===== config.mk =====
export PLATFORM = sky130hd
export DESIGN_NAME = seven_seg_scanner
export DESIGN_NICKNAME = d
export VERILOG_FILES = /design/src/rtl/seven_seg_scanner.sv
export SDC_FILE = /design/constraint.sdc
export NUM_CORES = 1
export LEC_CHECK = 0
export CAP_MARGIN = 10
export CORE_MARGIN = 4
export CORE_UTILIZATION = 35
export DETAILED_ROUTE_END_ITERATION = 8
export DONT_BUFFER_PORTS = 1
export PLACE_DENSITY = 0.5
export SYNTH_ARGS = -nofsm -noshare
export SYNTH_HDL_FRONTEND = slang
export SYNTH_SLANG_ARGS = --single-unit

===== constraint.sdc =====
create_clock -name clk -period 5.5 [get_ports clk]
set_input_delay 1.1 -clock clk [delete_from_list [all_inputs] [get_ports clk]]
set_output_delay 1.1 -clock clk [all_outputs]
set_load 0.05 [all_outputs]

===== src/rtl/seven_seg_scanner.sv =====
// Multiplexed common-anode 7-segment driver with a frame-aligned, tear-free shadow of a packed BCD value.
// Loads become visible at the next frame boundary (<= DIGITS*REFRESH_DIV cycles); no backpressure, last load wins.
module encoder (
    input  logic [3:0] nibble,
    output logic [7:0] seg
);
    always_comb begin
        case (nibble)
            4'd0:    seg = 8'hC0;
            4'd1:    seg = 8'hF9;
            4'd2:    seg = 8'hA4;
            4'd3:    seg = 8'hB0;
            4'd4:    seg = 8'h99;
            4'd5:    seg = 8'h92;
            4'd6:    seg = 8'h82;
            4'd7:    seg = 8'hF8;
            4'd8:    seg = 8'h80;
            4'd9:    seg = 8'h90;
            default: seg = 8'hFF;
        endcase
    end
endmodule

module seven_seg_scanner #(
    parameter int DIGITS      = 4,
    parameter int REFRESH_DIV = 50000,
    parameter int GAP_CYCLES  = 16
) (
    input  logic                  clk,
    input  logic                  rst,
    input  logic                  load,
    input  logic [4*DIGITS-1:0]   value,
    input  logic [DIGITS-1:0]     dp_mask,
    input  logic                  lz_blank,
    output logic [DIGITS-1:0]     anode,
    output logic [7:0]            seg,
    output logic                  load_ack
);
    localparam int IDX_W = $clog2(DIGITS);
    localparam int CNT_W = (REFRESH_DIV > 1) ? $clog2(REFRESH_DIV) : 1;

    typedef enum logic {GAP, SHOW} state_t;
    localparam state_t START = (GAP_CYCLES == 0) ? SHOW : GAP;

    logic [4*DIGITS-1:0] pend_value, shd_value, shd_value_nxt;
    logic [DIGITS-1:0]   pend_dp, shd_dp, shd_dp_nxt;
    logic                pend_lz, shd_lz, shd_lz_nxt;
    logic                pending;
    logic [IDX_W-1:0]    idx, idx_nxt;
    logic [CNT_W-1:0]    cnt, cnt_nxt;
    state_t              state, state_nxt;

    logic                last_cyc, wrap, blank;
    logic [DIGITS-1:0]   blank_mask;
    logic [3:0]          cur_nib;
    logic [7:0]          enc_seg;
    logic [DIGITS-1:0]   anode_nxt;
    logic [7:0]          seg_nxt;

    assign last_cyc = (cnt == CNT_W'(REFRESH_DIV - 1));
    assign wrap     = last_cyc && (idx == IDX_W'(DIGITS - 1));

    always_comb begin
        cnt_nxt = last_cyc ? '0 : cnt + 1'b1;
        idx_nxt = idx;
        if (last_cyc)
            idx_nxt = (idx == IDX_W'(DIGITS - 1)) ? '0 : idx + 1'b1;
        state_nxt = (cnt_nxt < CNT_W'(GAP_CYCLES)) ? GAP : SHOW;
    end

    // Outputs are registered from next-state values so anode/seg line up with cnt/idx/state.
    always_comb begin
        shd_value_nxt = shd_value;
        shd_dp_nxt    = shd_dp;
        shd_lz_nxt    = shd_lz;
        if (wrap && pending) begin
            shd_value_nxt = pend_value;
            shd_dp_nxt    = pend_dp;
            shd_lz_nxt    = pend_lz;
        end
    end

    // blank_mask[i]: nibbles i..DIGITS-1 are all zero; digit 0 is never a leading zero.
    always_comb begin
        logic acc;
        acc        = 1'b1;
        blank_mask = '0;
        for (int i = DIGITS - 1; i >= 1; i--) begin
            acc           = acc && (shd_value_nxt[4*i +: 4] == 4'd0);
            blank_mask[i] = acc;
        end
    end

    assign cur_nib = shd_value_nxt[{idx_nxt, 2'b00} +: 4];
    assign blank   = shd_lz_nxt && blank_mask[idx_nxt];

    encoder u_enc (
        .nibble (cur_nib),
        .seg    (enc_seg)
    );

    always_comb begin
        anode_nxt = '1;
        seg_nxt   = 8'hFF;
        if (state_nxt == SHOW) begin
            anode_nxt = ~(DIGITS'(1) << idx_nxt);
            if (!blank)
                seg_nxt = {enc_seg[7] & ~shd_dp_nxt[idx_nxt], enc_seg[6:0]};
        end
    end

    always_ff @(posedge clk or posedge rst) begin
        if (rst) begin
            pend_value <= '0;
            pend_dp    <= '0;
            pend_lz    <= 1'b0;
            pending    <= 1'b0;
            shd_value  <= '0;
            shd_dp     <= '0;
            shd_lz     <= 1'b0;
            idx        <= '0;
            cnt        <= '0;
            state      <= START;
            anode      <= '1;
            seg        <= 8'hFF;
            load_ack   <= 1'b0;
        end else begin
            cnt       <= cnt_nxt;
            idx       <= idx_nxt;
            state     <= state_nxt;
            shd_value <= shd_value_nxt;
            shd_dp    <= shd_dp_nxt;
            shd_lz    <= shd_lz_nxt;
            anode     <= anode_nxt;
            seg       <= seg_nxt;
            load_ack  <= wrap && pending;
            // A load on the boundary edge refills the buffer after the shadow took the old one.
            if (load) begin
                pend_value <= value;
                pend_dp    <= dp_mask;
                pend_lz    <= lz_blank;
                pending    <= 1'b1;
            end else if (wrap) begin
                pending <= 1'b0;
            end
        end
    end
endmodule

**Word-level counts from Yosys, hierarchy flattened**

Memories as Yosys holds them, arrays and structs flattened.
Cells that the tools add are included.

- Output and inout port bits: 13
- Register bits: 74
- ROM bits: 112
- Memories kept: 1
- Bits of input ports: 24

Memories:

| memory | depth | width | read ports | clocked after memory_dff | write ports | RTL line | text |
|---|---|---|---|---|---|---|---|
| (no name shown) | 16 | 7 | 1 | 0 | 0 | 8 | `case (nibble)` |

- Magnitude comparators: 2
- Reduce and logical (&&, ||, !) cells: 9
- Equality and inequality tests: 2
- $add $sub $neg: 2
- Bitwise gates (word level): 3
- Shifts and indexed selects: 2
- Muxes and demuxes: 15

Operators with widths:

| operator | count |
|---|---|
| $mux W16 | 2 |
| $add A16 B1 Y16 const B | 1 |
| $eq A16 B16 Y1 const B | 1 |
| $lt A16 B5 Y1 const B | 1 |
| $mux W8 | 2 |
| $shiftx A16 B5 Y4 | 1 |
| $logic_not A4 Y1 | 3 |
| $mux W4 | 2 |
| $logic_and A1 B1 Y1 | 5 |
| $mux W1 | 5 |
| $bmux W1 S2 | 2 |
| $mux W2 | 2 |
| $not A4 Y4 | 1 |
| $shl A1 B2 Y4 const A | 1 |
| $lt A2 B3 Y1 const B | 1 |
| $add A2 B1 Y2 const B | 1 |
| $eq A2 B2 Y1 const B | 1 |
| $reduce_bool A2 Y1 | 1 |
| $and A1 B1 Y1 const A | 1 |
| $not A1 Y1 | 1 |

**Logic depth before layout (Yosys ltp)**

- Depth after elaboration: 12
- Gate-level depth with buffers: 15
- Mapped depth without buffers: 12

**Cells and area by module**

From an unflattened synthesis, not the netlist that was laid out.

- Cells, all modules: 302
- Area, all modules: 3567.2 µm²

By module, submodules not included:

| module | area an instance (µm²) | sequential area each (µm²) | instances | cells each |
|---|---|---|---|---|
| seven_seg_scanner | 3345.7 | 1866.8 | 1 | 267 |
| encoder | 221.5 | 0.0 | 1 | 35 |

**Worst setup path after synthesis**

OpenSTA, ideal clock, no wires.

- Path kind: register to register
- Start point: register cnt[0]
- End point: register seg[6]
- Path buffers: 2
- Stages on the path, launching flop included: 15
- Setup slack: 2.642 ns
- Arrival: 2.775 ns
- Required time: 5.417 ns
- Setup time: 0.083 ns
- Cell sequence: dfrtp_1 > ha_1 > and3_1 > clkbuf_2 > and4_1 > nand2_1 > buf_2 > mux2_2 > nand2b_1 > nand2_1 > inv_1 > ha_1 > nor3_1 > o21bai_1 > a21oi_1

- Elaborated cells between the ends (all ways): 21
- Those cells by class: add/sub: 1; order compare: 1; eq/ne: 1; shift: 1; mux: 8; reduce/logical: 8; memory: 1

RTL lines:

| what | RTL line | text |
|---|---|---|
| start, declared | 50 | `logic [CNT_W-1:0] cnt, cnt_nxt;` |
| start signal, assigned | 128 | `cnt <= cnt_nxt;` |
| $eq A16 B16 Y1 | 60 | `assign last_cyc = (cnt == CNT_W'(REFRESH_DIV - 1));` |
| $logic_and A1 B1 Y1 | 61 | `assign wrap = last_cyc && (idx == IDX_W'(DIGITS - 1));` |
| $logic_and A1 B1 Y1 | 76 | `if (wrap && pending) begin` |
| $mux W16 | 76 |  |
| net shd_value_nxt[1] | 45 | `logic [4*DIGITS-1:0] pend_value, shd_value, shd_value_nxt;` |
| $shiftx A16 B5 Y4 | 94 | `assign cur_nib = shd_value_nxt[{idx_nxt, 2'b00} +: 4];` |
| $mem_v2 Z16 W7 | -- |  |
| $mux W8 | 107 | `if (!blank)` |
| $mux W8 | 105 | `if (state_nxt == SHOW) begin` |
| net seg_nxt[6] | 58 | `logic [7:0] seg_nxt;` |
| end signal, assigned | 135 | `seg <= seg_nxt;` |
| end, declared | 36 | `output logic [7:0] seg,` |

The timed path passes the listed nets, and every way through them passes these cells. The select of a mux whose other input is x is not followed.
A chain may end at the register's enable or synchronous reset.

**Final worst setup path**

Same ends and word-level chain as after synthesis.

==> results.toml <==
[outcome]
status = "completed"

[setup_path]
cp.arrival_ps = 3760
crit_path_end_kind = "flop"
cp-startpoint = "cnt[0]$_DFF_PP0_"
crit_path_start_kind = "flop"
crit_required_ps = 5770
timing.rr.start = "cnt[0]$_DFF_PP0_"
worstSetupEndpoint = "seg[6]$_DFF_PP1_"
criticalPathCategory = "reg2reg"
rr_worst_depth = 12
r2r-end = "seg[6]$_DFF_PP1_"
r2r_slack_ps = 2010
path_max_fanout = 22

[layout]
final_nets = 368
area_growth_syn_to_layout_pct = 8.75
drive_gt1_share_pct = 18.1
stdcell_area_mm2 = 0.00398
n_antenna_cell = 0

[logic_synthesis]
netlist_instances = 342
async_flop_share_pct = 100
yosysUniqueCellTypes = 56
avgSynthCellArea_um2 = 10.7
yosys_warnings = 0
seq_area_frac_synth_pct = 51.0
ys.flop_type = "dfrtp_1"
ys_seq_elements = 74
synth_edf_count = 0
syn_nets = 373
syn-cell-area_mm2 = 0.00366

[power]
power-per-cell-area_mw_per_mm2 = 283
total_leakage_power_uw = 0.00186
ir_drop_v = 0.000146

[route]
vias_per_cell = 5.18
drt_iter0_drc = 131
drcViolationCount = 0
routedWlPerCell_um = 15.9
num_vias = 2477
first_pass_iters = 4
final_antenna_net_count = 0
routed_wl_um = 7610

[die]
core_area_mm2 = 0.0103
die_h_um = 110
initial_core_util_pct = 35.6
die-area_mm2 = 0.0122
num_io_pins = 37
die_w_um = 110
rows = 37

[sta]
tns_ps = 0
max_slew_margin_pct = 41.4
tightest_slew_ps = 877
hold_viol_final = 0
timing.final.crit_share_pct = 63.4
rsz0062_at_grt = "no"
skew_ps = 8.85
post-route-min-period_ps = 3490
clock.fmax_mhz = 287
setup_slack_ps = 2010
setup_viol = 0
drv_slew = 0

[cts]
cts_max_level = 3
ctsHoldBuffers = 0
post_cts_buffers = 0
cts_root_buf = "clkbuf_8"
clock_latency_ps = 350
cts_tree = "yes"
cts_resized = 0
cts_sinks = 74
clk_path_buf_depth = 2
cts_buffers = 9
path_clk_slew_ps = 80

[flow_run]
cap_violations = 0

[global_route]
grt_pass1_vias = 2487
grt_first_pass_wirelength_um = 12900
track_usage_pct = 13.8
grt_overflow = 0
antenna_found_initial = 0
grt_start_max_net_pins = 46

[placement]
place_area_mm2 = 0.00373
io_buffers = 0
gp_congestion = 0.856
place_hpwl_um = 5490
place_ws_ps = 2020

[min_path]
hold_path_startpoint = "shd_value[0]$_DFF_PP0_"
hp-class = "reg2reg"
## cell type report
| class | instances | area [um^2] |
|---|---|---|
| sequential | 74 | 1870 |
| inverter | 14 | 52.6 |
| tap | 136 | 170 |
| timing repair buffer | 1 | 7.51 |
| clock inverter | 7 | 124 |
| fill | 1053 | 6290 |
| multi-input combinational | 237 | 1640 |
| clock buffer | 9 | 124 |
## metal layers
layer | GRT usage (%) | part of all wire [%] | up-vias | wire, um
met1 | 20.4 | 51 | 1225 | 3850
met3 | 3.44 | 4.5 | 9 | 341
met2 | 19.8 | 44 | 47 | 3330
met4 | 4.49 | 1.1 | 0 | 82
met5 | 0 | 0 | - | 0
li1 | - | - | 1196 | -
## cell usage in the layout, fill, tap and decap left out, types with 3 or more instances in the layout
cell / n
dfrtp_1: 62
nand2_1: 59
mux2_2: 26
nor2_1: 15
inv_1: 13
dfstp_2: 12
o21ai_0: 11
nand3_1: 10
mux2i_1: 9
clkbuf_8: 9
xnor2_1: 8
and2_1: 7
and3_1: 7
ha_1: 7
nor2b_1: 6
and4_1: 5
xor2_1: 5
a21o_1: 5
nor4_1: 5
nand4_1: 4
a21oi_1: 4
nor4b_1: 3
or4_1: 3
nor3_1: 3
a211oi_1: 3
bufinv_16: 3
## state kept, by name, summed over array words and instances (netlist names)
name        count
anode           4
cnt            16
idx             2
load_ack        1
pend_dp         4
pend_lz         1
pend_value     16
pending         1
seg             8
shd_dp          4
shd_lz          1
shd_value      16
## per-stage QoR
stage / hold WS (ps) / power [uW] / cells / utilization [%]
2_1_floorplan: 433 / 604 / 342 / -
4_1_cts: 478 / 1150 / 478 / 38.8
3_3_place_gp: 445 / 611 / 462 / 36.3
3_5_place_dp: 457 / 612 / 462 / 36.3
5_1_grt: 497 / 1180 / 478 / 38.8
6_report: 474 / 1130 / 478 / 38.8
## cell usage after synthesis (6+ instances only)
cell / instances / area (um^2)
dfrtp_1: 62 / 1550
nand2_1: 59 / 221
mux2_2: 26 / 293
nor2_1: 15 / 56.3
inv_1: 14 / 52.6
dfstp_2: 12 / 315
o21ai_0: 11 / 55.1
nand3_1: 10 / 50.1
mux2i_1: 9 / 90.1
xnor2_1: 8 / 70.1
and2_1: 7 / 43.8
and3_1: 7 / 43.8
ha_1: 7 / 87.6
nor2b_1: 6 / 37.5
## worst max-delay path, cell delays in order, from the launching register on
cell and delay (ps):
dfrtp_1 410, ha_1 230, and3_1 310, and4_1 310
nand2_1 540, mux2_2 500, nand2b_1 160, nand2_1 190
inv_1 100, ha_1 200, nor3_1 230, o21bai_1 150
a21oi_1 90
## worst min path at each step
stage | endpoint | cells after the start
global placement | shd_value[3]$_DFF_PP0_ | 2
finish | shd_value[0]$_DFF_PP0_ | 2
floorplan | shd_value[3]$_DFF_PP0_ | 2
global route | pending$_DFFE_PP0P_ | 1
detailed placement | shd_value[3]$_DFF_PP0_ | 2
CTS | shd_value[3]$_DFF_PP0_ | 2
## kinds of logic (layout without fill, tap and decap cells)
group	count (synthesis)	count (layout)	synth area share (%)
AO/OA/AOI/OAI	42	42	8.44
buffers and inverters	31	31	4.30
adder cells (fa/ha/maj)	7	7	2.39
AND/OR/NAND/NOR	138	138	19.5
flip-flops	74	74	51.0
multiplexers	37	37	11.2
XOR/XNOR	13	13	3.11
## where the power goes
group	total (uW)	leakage, uW	internal (uW)	switching (uW)
clock	527	0.000120	305	222
sequential	570	0.000924	560	10.5
combinational	29.2	0.000816	15.4	13.8
total	1130	0.00186	880	246
No activity file was read; power rests on OpenSTA's default activity.
